==> config.mk <==
export PLATFORM = sky130hd
export DESIGN_NAME = alarm_ringer
export DESIGN_NICKNAME = d
export VERILOG_FILES = /design/src/rtl/alarm_ringer.sv
export SDC_FILE = /design/constraint.sdc
export NUM_CORES = 1
export LEC_CHECK = 0
export CAP_MARGIN = 15
export CORE_ASPECT_RATIO = 0.9
export CORE_UTILIZATION = 60
export DETAILED_ROUTE_END_ITERATION = 16
export DONT_BUFFER_PORTS = 1
export PLACE_DENSITY = 0.83
export SYNTH_ARGS = -nofsm -noshare
export SYNTH_HDL_FRONTEND = slang
export SYNTH_SLANG_ARGS = --single-unit
==> constraint.sdc <==
create_clock -name Clk -period 4.1 [get_ports Clk]
set_clock_uncertainty 0.1 [all_clocks]
set_input_delay 0.82 -clock Clk [delete_from_list [all_inputs] [get_ports Clk]]
set_output_delay 0.82 -clock Clk [all_outputs]
set_load 0.03 [all_outputs]
==> src/rtl/alarm_ringer.sv <==
// ============================================================================
// Module      : alarm_ringer
// Description : Alarm consumer. Compares the stored alarm time against the
//               running clock on each 1 Hz tick, rings the buzzer, and
//               handles stop, limited snooze and automatic ring timeout.
//
// Ports
//   Clk        in   system clock
//   RST        in   asynchronous reset, active-low
//   Tick       in   one-Clk-wide 1 Hz pulse
//   EN         in   alarm armed (level)
//   Mode       in   1 = 12 h (APM compared), 0 = 24 h (APM ignored)
//   Hour/Min/Sec  in  current time, BCD
//   APM        in   current AM/PM flag, 1 = PM
//   AlertHour/AlertMin/AlertAPM  in  stored alarm time
//   Stop       in   raw stop button (asynchronous)
//   Snooze     in   raw snooze button (asynchronous)
//   Ring       out  high while ringing
//   Beep       out  buzzer drive, Ring gated by a per-tick toggle
//   Snoozing   out  high while snoozing
//   SnzCnt     out  snoozes used in the current alarm event
//   Chime      out  hourly chime (0 unless the chime build option is set)
//
// Build option : `define ALARM_RINGER_HOURLY_CHIME_EN enables the hourly
//                chime; otherwise Chime is tied to 0.
//
// Revision    : 1.0 - initial release
// ============================================================================
`default_nettype none

module alarm_ringer #(
  parameter int RING_SECS   = 60,
  parameter int SNOOZE_SECS = 300,
  parameter int MAX_SNOOZE  = 3,
  parameter int CHIME_SECS  = 2
) (
  input  logic       Clk,
  input  logic       RST,
  input  logic       Tick,
  input  logic       EN,
  input  logic       Mode,
  input  logic [7:0] Hour,
  input  logic [7:0] Min,
  input  logic [7:0] Sec,
  input  logic       APM,
  input  logic [7:0] AlertHour,
  input  logic [7:0] AlertMin,
  input  logic       AlertAPM,
  input  logic       Stop,
  input  logic       Snooze,
  output logic       Ring,
  output logic       Beep,
  output logic       Snoozing,
  output logic [1:0] SnzCnt,
  output logic       Chime
);

  // Terminal counts compared on the tick that ends a ring / snooze period.
  localparam logic [8:0] RING_LAST   = 9'(RING_SECS - 1);
  localparam logic [8:0] SNOOZE_LAST = 9'(SNOOZE_SECS - 1);
  localparam logic [1:0] MAX_SNZ     = 2'(MAX_SNOOZE);

  typedef enum logic [1:0] {
    ST_IDLE    = 2'd0,
    ST_RINGING = 2'd1,
    ST_SNOOZE  = 2'd2
  } state_e;

  state_e     state_q, state_d;
  logic [8:0] cnt_q, cnt_d;
  logic [1:0] snz_q, snz_d;
  logic       tog_q, tog_d;
  logic       ring_q, beep_q, snoozing_q;

  // Bits [1:0] form the 2-FF synchroniser, bit [2] holds the previous
  // synchronised value for the rising-edge detector.
  logic [2:0] stop_sync_q;
  logic [2:0] snz_sync_q;
  logic       stop_p, snz_p;
  logic       w_match;

  always_ff @(posedge Clk or negedge RST) begin
    if (!RST) begin
      stop_sync_q <= '0;
      snz_sync_q  <= '0;
    end else begin
      stop_sync_q <= {stop_sync_q[1:0], Stop};
      snz_sync_q  <= {snz_sync_q[1:0], Snooze};
    end
  end

  assign stop_p = stop_sync_q[1] & ~stop_sync_q[2];
  assign snz_p  = snz_sync_q[1]  & ~snz_sync_q[2];

  assign w_match = (Hour == AlertHour) && (Min == AlertMin) && (Sec == 8'h00) &&
                   (!Mode || (APM == AlertAPM));

  // Next-state logic. Priority: EN low > stop > snooze > tick events.
  always_comb begin
    state_d = state_q;
    cnt_d   = cnt_q;
    snz_d   = snz_q;
    tog_d   = tog_q;
    case (state_q)
      ST_IDLE: begin
        if (EN && Tick && w_match) begin
          state_d = ST_RINGING;
          cnt_d   = '0;
          snz_d   = '0;
          tog_d   = 1'b1;
        end
      end
      ST_RINGING: begin
        if (!EN || stop_p) begin
          state_d = ST_IDLE;
        end else if (snz_p) begin
          if (snz_q < MAX_SNZ) begin
            state_d = ST_SNOOZE;
            snz_d   = snz_q + 2'd1;
            cnt_d   = '0;
          end else begin
            // Snooze allowance exhausted: behaves as stop.
            state_d = ST_IDLE;
          end
        end else if (Tick) begin
          if (cnt_q == RING_LAST) begin
            state_d = ST_IDLE;
          end else begin
            cnt_d = cnt_q + 9'd1;
            tog_d = ~tog_q;
          end
        end
      end
      ST_SNOOZE: begin
        // Snooze presses are ignored while already snoozing.
        if (!EN || stop_p) begin
          state_d = ST_IDLE;
        end else if (Tick) begin
          if (cnt_q == SNOOZE_LAST) begin
            state_d = ST_RINGING;
            cnt_d   = '0;
            tog_d   = 1'b1;
          end else begin
            cnt_d = cnt_q + 9'd1;
          end
        end
      end
      default: begin
        state_d = ST_IDLE;
      end
    endcase
  end

  always_ff @(posedge Clk or negedge RST) begin
    if (!RST) begin
      state_q    <= ST_IDLE;
      cnt_q      <= '0;
      snz_q      <= '0;
      tog_q      <= 1'b0;
      ring_q     <= 1'b0;
      beep_q     <= 1'b0;
      snoozing_q <= 1'b0;
    end else begin
      state_q    <= state_d;
      cnt_q      <= cnt_d;
      snz_q      <= snz_d;
      tog_q      <= tog_d;
      // Outputs are decoded from the next state so they line up with it.
      ring_q     <= (state_d == ST_RINGING);
      beep_q     <= (state_d == ST_RINGING) && tog_d;
      snoozing_q <= (state_d == ST_SNOOZE);
    end
  end

  assign Ring     = ring_q;
  assign Beep     = beep_q;
  assign Snoozing = snoozing_q;
  assign SnzCnt   = snz_q;

`ifdef ALARM_RINGER_HOURLY_CHIME_EN
  localparam logic [1:0] CHIME_LEN = 2'(CHIME_SECS);

  logic [1:0] chime_cnt_q, chime_cnt_d;
  logic       chime_q;

  // Chime counts remaining ticks. It is cleared whenever the FSM is (or is
  // about to be) outside IDLE, so an alarm on the same tick wins.
  always_comb begin
    chime_cnt_d = chime_cnt_q;
    if (state_d != ST_IDLE) begin
      chime_cnt_d = '0;
    end else if (Tick && (state_q == ST_IDLE) && (Min == 8'h00) && (Sec == 8'h00)) begin
      chime_cnt_d = CHIME_LEN;
    end else if (Tick && (chime_cnt_q != 2'd0)) begin
      chime_cnt_d = chime_cnt_q - 2'd1;
    end
  end

  always_ff @(posedge Clk or negedge RST) begin
    if (!RST) begin
      chime_cnt_q <= '0;
      chime_q     <= 1'b0;
    end else begin
      chime_cnt_q <= chime_cnt_d;
      chime_q     <= (chime_cnt_d != 2'd0);
    end
  end

  assign Chime = chime_q;
`else
  assign Chime = 1'b0;
`endif

endmodule

`default_nettype wire

# Word level (Yosys, flattened, before mapping)
# Cells that the tools add are included.
[word_totals]
register_bits = 23
in_bits = 49
out_inout_bits = 6
[op_classes]
n_addsub = 2
n_lt_le_gt_ge = 1
n_eq_ne = 18
mux = 34
bitwise_logic = 5
reduce_logical = 16
[ops]
columns = ["op", "count"]
rows = [
  ["$mux 9", 9],
  ["$pmux 9 s3", 1],
  ["$mux 2", 13],
  ["$eq 8x8->1", 2],
  ["$ne 2x2->1 const B", 6],
  ["$add 9x1->9 const B", 1],
  ["$eq 9x6->1 const B", 1],
  ["$eq 9x9->1 const B", 1],
  ["$ne 3x3->1 const B", 3],
  ["$logic_not 8->1", 1],
  ["$mux 1", 8],
  ["$reduce_and 8->1", 1],
  ["$logic_and 1x1->1", 6],
  ["$pmux 2 s3", 1],
  ["$reduce_and 5->1", 1],
  ["$eq 2x1->1 const B", 2],
  ["$eq 2x2->1 const B", 2],
  ["$pmux 2 s2", 1],
  ["$not 1->1", 3],
  ["$pmux 1 s3", 1],
  ["$reduce_bool 3->1", 1],
  ["$add 2x1->2 const B", 1],
  ["$and 1x1->1", 2],
  ["$logic_not 1->1", 2],
  ["5 further kinds", 6],
]

# Logic depth before layout (Yosys ltp)
# Gate-level depths: netlist of the first run.
[depth]
word_depth = 9
depth_mapped = 9

# Worst setup path before layout of the first run
# OpenSTA, ideal clock, no wires.
[synth_timing]
kind = "in2reg"
startpoint = "input port Sec[5]"
endpoint = "register cnt_q[3]"
arrival_time_ns = 2.597
required_time_ns = 3.890
slack_ns = 1.293
cell_stages = 7
cell_sequence = "nor4_1 nand4b_1 a2111oi_0 a21oi_1 or2_1 buf_6 o41ai_1"
[synth_between]
elab_chain_cells = 6
[synth_lines]
columns = ["element", "line", "source"]
rows = [
  ["from (decl)", "44", "input logic [7:0] Sec,"],
  ["$logic_not 8->1", "95", "assign w_match = (Hour == AlertHour) && (Min == AlertMin) && (Sec == 8'h00) &&"],
  ["$logic_and 1x1->1 (2 in series)", "95", ""],
  ["$logic_and 1x1->1", "106", "if (EN && Tick && w_match) begin"],
  ["$ne 2x2->1 (no source line)", "-", ""],
  ["$reduce_and 8->1 (no source line)", "-", ""],
  ["to (signal assigned)", "165", "cnt_q <= cnt_d;"],
  ["to (decl)", "70", "logic [8:0] cnt_q, cnt_d;"],
]
# No other way between the ends.
# A chain may end at the register's enable or synchronous reset.

# Worst setup path in the final report of the first run
[layout_timing]
startpoint = "register cnt_q[2]"
endpoint = "register cnt_q[0]"
[layout_between]
elab_chain_cells = 5
elab_cells_between_ends = 8
cone_classes = "eq/ne: 3; mux: 4; reduce/logical: 1"
[layout_lines]
columns = ["element", "line", "source"]
rows = [
  ["$eq 9x9->1", "139", "if (cnt_q == SNOOZE_LAST) begin"],
  ["$mux 9", "139", ""],
  ["$mux 9", "138", "end else if (Tick) begin"],
  ["$mux 9", "136", "if (!EN || stop_p) begin"],
  ["$pmux 9 s3", "104", "case (state_q)"],
]
# Parallel ways exist; a longest one is shown, timed or not. The select of a mux whose other input is x is not followed.

==> key figures, run 1 <==
Timing
  – Fin crit period: 2.96 ns
  – Final hold vios: 0
  – Final period utilization: 72.1%
  – F_max: 338 MHz
  – Pins Over Slew Limit: 0
  – Worst-Margin Slew: 0.738 ns
  – Worst hold slack: 0.0869 ns
  – Setup-failing EPs final: 0
  – Relative slew slack: 50.8%
  – RSZ-0062 raised after global routing: no
  – Setup TNS: 0 ns

Finish
  – Layout cells sized above 1: 7.14%
  – Most frequent cells in the layout: dfrtp_1 (23), nor2_1 (15), xnor2_1 (13), inv_1 (11), nand2_1 (11)
  – Area delta synth->final: 0.985%
  – Fin cells: 210
  – Final instance area: 1670 um^2
  – Ant. Diodes: 0
  – FILL cells: 207
  – Commonest non-fill, non-tap cell in the layout: dfrtp_1
  – Nets: 238

Floorplan
  – IO Pins: 55
  – Die width: 57.3 um
  – Core Area: 2530 um^2
  – Starting Density: 65.2%
  – Rows: 17
  – Die H: 51.8 um
  – Die Footprint: 2970 um^2

Worst setup path
  – Endpoint class of the critical path: flip-flop
  – Crit-path max FO: 10
  – Critical Path RT: 4.21 ns
  – CP startpoint kind: flip-flop
  – Cell Chain, Critical Path: or4b_1 -> or4b_4 -> o221ai_4 -> or2_1 -> mux2_4
  – Worst path max stage delay: 0.67 ns
  – CP Class: flip-flop to flip-flop
  – Slowest stage cell, crit path: or4b_1
  – Arrival time worst endpoint: 3.07 ns
  – Largest delay contributor family on the critical path: simple AND/OR/NAND/NOR gates
  – Crit path buf inv count: 0

Placement
  – Placed cell area: 1640 um^2
  – # port buffers: 0
  – Gpl congestion: 0.881
  – DP Cell Count: 206
  – Half-perimeter wire length after placement: 2650 um

Routing
  – Met3 Wirelength: 312 um
  – DRT Wirelength: 3430 um
  – Via/cell ratio: 6.68
  – DR top layer: met4
  – Iter 0 DRT Violations: 89
  – Drt drc: 9
  – Met2 WL: 1590 um
  – Antenna viol nets, final: 0
  – M1 WL: 1520 um
  – Routed WL per cell: 16.4 um
  – Vias after detailed routing: 1402
  – DRT Pass-1 Iters: 10

GRT
  – Vias in the first global route: 1293
  – Total congestion overflow: 0
  – Initial antenna violation count: 0
  – Largest net degree at the start of global routing: 24
  – Gr usage total: 24.3%
  – First-pass GRT wire length: 5550 um

Clock network
  – H-tree depth: 1
  – CTS Hold Bufs: 0
  – Clk slew on worst S/H paths: 0.13 ns
  – CTS Sinks: 23
  – Num CTS Buffers: 3
  – Clock tree buffer depth: 2
  – Clk_lat worst skew: 0.31 ns
  – Root Driver: clkbuf_4
  – TritonCTS clock tree: yes
  – Post-CTS sizing: 0
  – Post-CTS Setup Inserts: 0

Power
  – Worst VDD drop: 0.000221 V
  – Clock share of power: 21.0%
  – Flop pwr share: 59.5%
  – Comb power frac: 19.5%
  – Pleak: 0.679 nW
  – Sw Ratio: 32.8%
  – Total design power: 492 uW
  – Net switching power: 161 uW
  – Internal: 331 uW
  – Power Density: 295 nW/um^2

Logic synthesis
  – Seq cells post-synth: 23
  – Ys async rst share: 100%
  – Syn_area_per_cell: 8.98 um^2
  – Synthesized instance count: 184
  – Synth area leaders: dfrtp_1 (35%), xnor2_1 (6.9%), ha_1 (4.5%)
  – Cell area after synthesis: 1650 um^2
  – Syn Nets: 239
  – Area share of the largest cell type after synthesis: 34.8%
  – Synth area leader: dfrtp_1
  – Seq/Total Area, Yosys: 34.8%
  – Post-synth EDFFs: 0
  – Synth warn: 0
  – Most used DFF post-synth: dfrtp_1
  – Distinct cells, synth: 46

Hold path
  – Hold Path Class: input port to async pin

Status
  – Status: finished with violations
  – Failing checks: DRC

Run
  – MaxCap Viol Count: 0
==> worst register-to-register path: cells and delay by family, from the launching register on <==
family             cells  cell delay, ns
AOI/OAI and AO/OA      1            0.34
and+or+nand+nor        3            1.63
muxes                  1            0.33
DFF                    1            0.45
==> power groups by stage <==
stage	combinational, mW	sequential [mW]	clock [mW]
2_1_floorplan	0.0838	0.290	0
3_3_place_gp	0.0916	0.295	0
3_5_place_dp	0.0948	0.298	0
4_1_cts	0.0958	0.293	0.109
5_1_grt	0.110	0.297	0.119
6_report	0.0959	0.293	0.103
==> area by class of cell <==
| cell class | count | area [um^2] | area share (%) |
|---|---|---|---|
| Sequential cell | 23 | 576 | 34.5 |
| Tap cell | 28 | 35.0 | 2.10 |
| Multi-Input combinational cell | 144 | 988 | 59.3 |
| Clock buffer | 3 | 22.5 | 1.35 |
| Clock inverter | 1 | 5.00 | 0.300 |
| Inverter | 11 | 41.3 | 2.48 |
==> cell families after synthesis <==
| logic type | share of synthesized area [%] |
|---|---|
| AND/OR/NAND/NOR | 27.3 |
| XOR/XNOR | 9.01 |
| buffers and inverters | 5.30 |
| adder cells (fa/ha/maj) | 4.55 |
| multiplexers | 0.909 |
| other | 0.227 |
| flip-flops | 34.8 |
| AO/OA/AOI/OAI | 17.9 |
==> layer usage <==
layer  up-vias  GRT usage (%)
li1        676              -
met1       651           33.1
met2        73           39.0
met3         2           5.72
met4         0           6.91
met5         -              0
==> Yosys cell counts (6+ instances only) <==
master,n
dfrtp_1,23
nor2_1,15
xnor2_1,13
inv_1,11
nand2_1,11
nand3_1,9
o31ai_1,9
a21oi_1,8
nor4_1,8
ha_1,6
o21ai_0,6
==> stage by stage <==
stage	worst slack (ns)	utilization [%]
floorplan	1.29	-
global placement	1.07	64.8
detailed placement	0.920	64.8
CTS	1.16	65.9
global route	1.03	65.9
finish	1.14	65.9
==> sequential cells by signal, indices dropped and copies added, names as in the netlist <==
register / flops
Beep: 1
cnt_q: 9
tog_q: 1
stop_sync_q: 3
Ring: 1
snz_sync_q: 3
SnzCnt: 2
Snoozing: 1
state_q: 2
==> worst paths after layout <==
check / start / end / slack (ns) / cells after the start
max: cnt_q[2]$_DFFE_PN0P_ / cnt_q[0]$_DFFE_PN0P_ / 1.14 / 5
min: RST / state_q[0]$_DFF_PN0_ / 0.09 / 0
max reg2reg: cnt_q[2]$_DFFE_PN0P_ / cnt_q[0]$_DFFE_PN0P_ / 1.14 / 5
min reg2reg: stop_sync_q[0]$_DFF_PN0_ / stop_sync_q[1]$_DFF_PN0_ / 0.27 / 0
max in group asynchronous: RST / cnt_q[1]$_DFFE_PN0P_ / 3.74 / 0
min in group Clk: stop_sync_q[0]$_DFF_PN0_ / stop_sync_q[1]$_DFF_PN0_ / 0.27 / 0
No activity file was read; power rests on OpenSTA's default activity.
==> run 2, diff against run 1 <==
==> constraint.sdc (replaced) <==
create_clock -name Clk -period 2.8 [get_ports Clk]
set_clock_uncertainty 0.1 [all_clocks]
set_input_delay 0.56 -clock Clk [delete_from_list [all_inputs] [get_ports Clk]]
set_output_delay 0.56 -clock Clk [all_outputs]
set_load 0.03 [all_outputs]
==> run 2 against run 1 <==
Compared with the run above: the flow still finishes with violations (DRC); combinational power increased by 73%; maximum frequency increased by 11%; utilization increased by 3.4 points; sequential share of layout area decreased by 1.7 points; cell count increased by 4.3%; register-to-register slack got worse by 1.0 ns; die area unchanged; critical path type unchanged; highest routed layer unchanged.
==> key figures, run 2 (synthesis results as in run 1) <==
Placement
  – DP Cell Count: 213 (was 206)
  – # port buffers: 0 (unchanged)
  – Pre-CTS WS: 0.136 ns (was 0.920 ns)
  – Half-perimeter wire length after placement: 2870 um (was 2650 um)
  – Placed cell area: 1690 um^2 (was 1640 um^2)
  – Gpl congestion: 0.975 (was 0.881)

Finish
  – Top flop regs: cnt_q: 9 flops, snz_sync_q: 3 flops, stop_sync_q: 3 flops (unchanged)
  – Area delta synth->final: 6.21% (was 0.985%)
  – Fin cells: 219 (was 210)
  – Layout cells sized above 1: 11.5% (was 7.14%)
  – Most frequent cells in the layout: dfrtp_1 (23), nor2_1 (15), xnor2_1 (13), inv_1 (11), nand2_1 (11) (unchanged)
  – Final core occ: 69.3% (was 65.9%)
  – Max reg flops: 9 (unchanged)
  – Largest reg by FF count: cnt_q (unchanged)
  – Final instance area: 1750 um^2 (was 1670 um^2)
  – Nets: 247 (was 238)
  – Commonest non-fill, non-tap cell in the layout: dfrtp_1 (unchanged)
  – Ant. Diodes: 0 (unchanged)

Worst setup path
  – Slowest stage cell, crit path: or4b_4 (was or4b_1)
  – Crit-path max FO: 9 (was 10)
  – Crit path buf inv count: 0 (unchanged)
  – CP Class: flip-flop to flip-flop (unchanged)
  – Critical Path RT: 2.91 ns (was 4.21 ns)
  – CP startpoint kind: flip-flop (unchanged)
  – Arrival time worst endpoint: 2.79 ns (was 3.07 ns)
  – Cell Chain, Critical Path: or4b_1 -> or4b_4 -> o221ai_4 -> or2_1 -> mux2_4 (unchanged)
  – Endpoint class of the critical path: flip-flop (unchanged)
  – Worst path max stage delay: 0.57 ns (was 0.67 ns)
  – Largest delay contributor family on the critical path: simple AND/OR/NAND/NOR gates (unchanged)

Clock network
  – H-tree depth: 1 (unchanged)
  – Num CTS Buffers: 3 (unchanged)
  – Clk slew on worst S/H paths: 0.13 ns (about the same)
  – Clock tree buffer depth: 2 (unchanged)
  – Root Driver: clkbuf_4 (unchanged)
  – CTS Sinks: 23 (unchanged)
  – Clk_lat worst skew: 0.32 ns (was 0.31 ns)
  – TritonCTS clock tree: yes (unchanged)
  – Post-CTS Setup Inserts: 0 (unchanged)

Timing
  – F_max: 374 MHz (was 338 MHz)
  – Worst hold slack: 0.149 ns (was 0.0869 ns)
  – Worst-Margin Slew: 0.591 ns (was 0.738 ns)
  – Setup-failing EPs final: 0 (unchanged)
  – Pins Over Slew Limit: 0 (unchanged)
  – Fin crit period: 2.67 ns (was 2.96 ns)
  – Final WS setup: 0.126 ns (was 1.14 ns)
  – Setup TNS: 0 ns (unchanged)
  – RSZ-0062 raised after global routing: no (unchanged)
  – Final hold vios: 0 (unchanged)
  – Final period utilization: 95.5% (was 72.1%)
  – Relative slew slack: 60.5% (was 50.8%)

Status
  – Status: finished with violations (unchanged)
  – Failing checks: DRC (unchanged)

Routing
  – Drt drc: 9 (unchanged)
  – DRT Pass-1 Iters: 11 (was 10)
  – Antenna viol nets, final: 0 (unchanged)
  – Routed WL per cell: 17.1 um (was 16.4 um)
  – DRT Wirelength: 3750 um (was 3430 um)
  – Vias after detailed routing: 1451 (was 1402)
  – Iter 0 DRT Violations: 85 (was 89)
  – Via/cell ratio: 6.63 (was 6.68)

Power
  – Power Density: 430 nW/um^2 (was 295 nW/um^2)
  – Worst VDD drop: 0.000503 V (was 0.000221 V)
  – Pleak: 0.721 nW (was 0.679 nW)
  – Total design power: 754 uW (was 492 uW)

Run
  – MaxCap Viol Count: 0 (unchanged)

Floorplan
  – Die Footprint: 2970 um^2 (unchanged)
  – Die H: 51.8 um (unchanged)
  – Core Area: 2530 um^2 (unchanged)
  – IO Pins: 55 (unchanged)
  – Rows: 17 (unchanged)
  – Starting Density: 65.2% (unchanged)
  – Die width: 57.3 um (unchanged)

GRT
  – Vias in the first global route: 1347 (was 1293)
  – Initial antenna violation count: 0 (unchanged)
  – Largest net degree at the start of global routing: 24 (unchanged)
  – Total congestion overflow: 0 (unchanged)
  – First-pass GRT wire length: 5910 um (was 5550 um)
  – Gr usage total: 26.5% (was 24.3%)

Hold path
  – Hold Path Class: input port to flip-flop (was input port to async pin)
==> run 2: metal layers <==
metal / vias up / GRT usage, % / share of wire (%)
met5: - / 0 / 0
met4: 0 / 7.72 / 0.24
met3: 2 / 5.97 / 8.2
met2: 81 / 45.7 / 48
met1: 671 / 33.5 / 43
li1: 697 / - / -
==> run 2: power by group <==
group | total [mW] | switching [mW] | internal, mW | leakage (nW)
logic | 0.166 | 0.0855 | 0.0805 | 0.402
registers | 0.429 | 0.0675 | 0.362 | 0.305
clock network | 0.159 | 0.104 | 0.0546 | 0.0139
==> run 2: worst paths after layout <==
path                                          from                  endpoint  slack [ns]  depth (start not counted)
setup / recovery              cnt_q[2]$_DFFE_PN0P_      cnt_q[0]$_DFFE_PN0P_        0.13                          5
hold / removal                              Snooze   snz_sync_q[0]$_DFF_PN0_        0.15                          0
setup reg to reg              cnt_q[2]$_DFFE_PN0P_      cnt_q[0]$_DFFE_PN0P_        0.13                          5
hold reg to reg            snz_sync_q[0]$_DFF_PN0_   snz_sync_q[1]$_DFF_PN0_        0.27                          0
max in group asynchronous                      RST      cnt_q[8]$_DFFE_PN0P_        1.55                          2
min in group asynchronous                      RST  stop_sync_q[2]$_DFF_PN0_        0.56                          1
==> run 2: area by class of cell <==
| cell class | count | area (um^2) |
|---|---|---|
| Inverter | 11 | 41.3 |
| Multi-Input combinational cell | 144 | 995 |
| Timing Repair Buffer | 9 | 77.6 |
| Clock buffer | 3 | 22.5 |
| Clock inverter | 1 | 7.51 |
| Fill cell | 201 | 777 |
| Tap cell | 28 | 35.0 |
| Sequential cell | 23 | 576 |
==> run 2: what timing repair did <==
item / in CTS / in global routing
hold endpoints to repair: 23 / 0
setup endpoints to repair: 0 / 1
gates resized for setup: 0 / 1
hold buffers: 1 / 0
==> run 3, diff against run 2 <==
--- a/config.mk
+++ b/config.mk
@@ -8,9 +8,11 @@
 export CAP_MARGIN = 15
 export CORE_ASPECT_RATIO = 0.9
 export CORE_UTILIZATION = 60
+export CTS_BUF_LIST = sky130_fd_sc_hd__clkbuf_8
 export DETAILED_ROUTE_END_ITERATION = 16
 export DONT_BUFFER_PORTS = 1
 export PLACE_DENSITY = 0.83
+export SLEW_MARGIN = 25
 export SYNTH_ARGS = -nofsm -noshare
 export SYNTH_HDL_FRONTEND = slang
 export SYNTH_SLANG_ARGS = --single-unit
==> run 3 against run 2 <==
Compared with the run above: the run still ends with DRC left; critical path depth is the same; non-clock buffer count shrank 1; via count shrank 0.62%; register-to-register slack gained 0.02 ns; design area is essentially flat; flip-flop and latch count is the same; critical endpoint unchanged; largest cell class unchanged.
==> key figures, run 3 (synthesis results as in run 1) <==
GRT
  – Initial antenna violation count: 0 (unchanged)
  – Total congestion overflow: 0 (unchanged)
  – Largest net degree at the start of global routing: 24 (unchanged)
  – Vias in the first global route: 1353 (was 1347)
  – Gr usage total: 26.4% (was 26.5%)
  – First-pass GRT wire length: 5910 um (about the same)

Timing
  – Setup TNS: 0 ns (unchanged)
  – Final hold vios: 0 (unchanged)
  – Setup-failing EPs final: 0 (unchanged)
  – Pins Over Slew Limit: 0 (unchanged)
  – Final period utilization: 94.7% (was 95.5%)
  – Fin crit period: 2.65 ns (was 2.67 ns)
  – Relative slew slack: 64.9% (was 60.5%)
  – Final WS setup: 0.149 ns (was 0.126 ns)
  – Worst hold slack: 0.144 ns (was 0.149 ns)
  – F_max: 377 MHz (was 374 MHz)
  – Worst-Margin Slew: 0.513 ns (was 0.591 ns)
  – RSZ-0062 raised after global routing: no (unchanged)

Clock network
  – H-tree depth: 1 (unchanged)
  – TritonCTS clock tree: yes (unchanged)
  – Num CTS Buffers: 3 (unchanged)
  – Clk_lat worst skew: 0.27 ns (was 0.32 ns)
  – Root Driver: clkbuf_8 (was clkbuf_4)
  – Clk slew on worst S/H paths: 0.09 ns (was 0.13 ns)
  – Clock tree buffer depth: 2 (unchanged)
  – CTS Sinks: 23 (unchanged)
  – Post-CTS Setup Inserts: 0 (unchanged)

Routing
  – DRT Pass-1 Iters: 11 (unchanged)
  – DRT Wirelength: 3690 um (was 3750 um)
  – Routed WL per cell: 16.9 um (was 17.1 um)
  – Vias after detailed routing: 1442 (was 1451)
  – Drt drc: 9 (unchanged)
  – Antenna viol nets, final: 0 (unchanged)
  – Via/cell ratio: 6.61 (was 6.63)
  – Iter 0 DRT Violations: 74 (was 85)

Floorplan
  – Starting Density: 65.2% (unchanged)
  – Rows: 17 (unchanged)
  – Die H: 51.8 um (unchanged)
  – IO Pins: 55 (unchanged)
  – Core Area: 2530 um^2 (unchanged)
  – Die width: 57.3 um (unchanged)
  – Die Footprint: 2970 um^2 (unchanged)

Status
  – Failing checks: DRC (unchanged)
  – Status: finished with violations (unchanged)

Worst setup path
  – Cell Chain, Critical Path: or4b_1 -> or4b_4 -> o221ai_4 -> or2_1 -> mux2_4 (unchanged)
  – Largest delay contributor family on the critical path: simple AND/OR/NAND/NOR gates (unchanged)
  – Arrival time worst endpoint: 2.71 ns (was 2.79 ns)
  – CP startpoint kind: flip-flop (unchanged)
  – Endpoint class of the critical path: flip-flop (unchanged)
  – Crit path depth: 5 (unchanged)
  – R2R depth: 5 (unchanged)
  – Slowest stage cell, crit path: or4b_4 (unchanged)
  – Worst path max stage delay: 0.57 ns (about the same)
  – Crit-path max FO: 9 (unchanged)
  – CP Class: flip-flop to flip-flop (unchanged)
  – Crit path buf inv count: 0 (unchanged)
  – Critical Path RT: 2.86 ns (was 2.91 ns)

Hold path
  – Hold Path Class: input port to async pin (was input port to flip-flop)

Power
  – Flop pwr share: 53.2% (was 57.0%)
  – Power Density: 460 nW/um^2 (was 430 nW/um^2)
  – Sw Ratio: 32.9% (was 34.1%)
  – Internal: 541 uW (was 497 uW)
  – Worst VDD drop: 0.000335 V (was 0.000503 V)
  – Net switching power: 265 uW (was 257 uW)
  – Clock share of power: 26.6% (was 21.0%)
  – Comb power frac: 20.2% (was 22.0%)
  – Total design power: 806 uW (was 754 uW)
  – Pleak: 0.721 nW (about the same)

Placement
  – Gpl congestion: 0.975 (unchanged)
  – Half-perimeter wire length after placement: 2870 um (unchanged)
  – # port buffers: 0 (unchanged)
  – Placed cell area: 1690 um^2 (unchanged)
  – DP Cell Count: 213 (unchanged)
  – Pre-CTS WS: 0.136 ns (unchanged)

Finish
  – Final core occ: 69.3% (about the same)
  – Final instance area: 1750 um^2 (about the same)
  – Ant. Diodes: 0 (unchanged)
  – Fin cells: 218 (was 219)
  – Area delta synth->final: 6.14% (was 6.21%)
  – Nets: 246 (was 247)
  – FF+latch area: 576 um^2 (unchanged)
  – Largest reg by FF count: cnt_q (unchanged)
  – Commonest non-fill, non-tap cell in the layout: dfrtp_1 (unchanged)
  – FILL cells: 204 (was 201)
  – Layout cells sized above 1: 11.6% (was 11.5%)
  – Max reg flops: 9 (unchanged)
  – Multi-input logic area: 995 um^2 (unchanged)
  – Most frequent cells in the layout: dfrtp_1 (23), nor2_1 (15), xnor2_1 (13), inv_1 (11), nand2_1 (11) (unchanged)
  – Top flop regs: cnt_q: 9 flops, snz_sync_q: 3 flops, stop_sync_q: 3 flops (unchanged)

Run
  – MaxCap Viol Count: 0 (unchanged)
==> run 3: cell count changes in the layout (fill, tap and decap cells not counted) <==
| cell | change |
|---|---|
| dlygate4sd3_1 | -1 |
| buf_2 | +1 |
| clkbuf_8 | +3 |
| buf_8 | -1 |
| clkbuf_4 | -3 |
==> run 3: area by class of cell <==
cell class | instances | share of cell area (%)
multi-input combinational | 144 | 56.7
sequential | 23 | 32.8
timing repair buffer | 8 | 3.28
clock buffer | 3 | 2.36
inverter | 11 | 2.36
tap | 28 | 2.00
clock inverter | 1 | 0.428
==> run 3: worst paths after layout <==
check | from | to | slack [ns]
max reg2reg | cnt_q[2]$_DFFE_PN0P_ | cnt_q[0]$_DFFE_PN0P_ | 0.15
min in group Clk | Snooze | snz_sync_q[0]$_DFF_PN0_ | 0.21
max in group asynchronous | RST | cnt_q[4]$_DFFE_PN0P_ | 2.11
min reg2reg | snz_sync_q[0]$_DFF_PN0_ | snz_sync_q[1]$_DFF_PN0_ | 0.26
max | cnt_q[2]$_DFFE_PN0P_ | cnt_q[0]$_DFFE_PN0P_ | 0.15
min | RST | snz_sync_q[0]$_DFF_PN0_ | 0.14
==> run 3: worst register-to-register path: stages (launching register included) <==
cell	delay [ns]
dfrtp_1	0.43
or4b_1	0.56
or4b_4	0.57
o221ai_4	0.21
or2_1	0.34
mux2_4	0.33
==> run 3: per-layer routing <==
metal | part of all wire (%) | vias up | GRT usage (%)
met4 | 0.24 | 0 | 6.50
met3 | 8.7 | 2 | 5.97
met1 | 42 | 674 | 33.4
met5 | 0 | - | 0
met2 | 49 | 73 | 46.1
li1 | - | 693 | -
==> run 3: power by group through the flow <==
stage	Sequential [mW]	Combinational, mW	Clock [mW]
floorplan	0.424	0.123	0
global placement	0.432	0.143	0
detailed placement	0.435	0.154	0
CTS	0.428	0.162	0.217
global route	0.435	0.177	0.232
finish	0.429	0.163	0.214
==> run 3: timing repair <==
| action | CTS | global route |
|---|---|---|
| hold endpoints to repair | 23 | 0 |
| hold buffers | 1 | 0 |
| gates resized for setup | 0 | 1 |
| setup endpoints to repair | 0 | 1 |
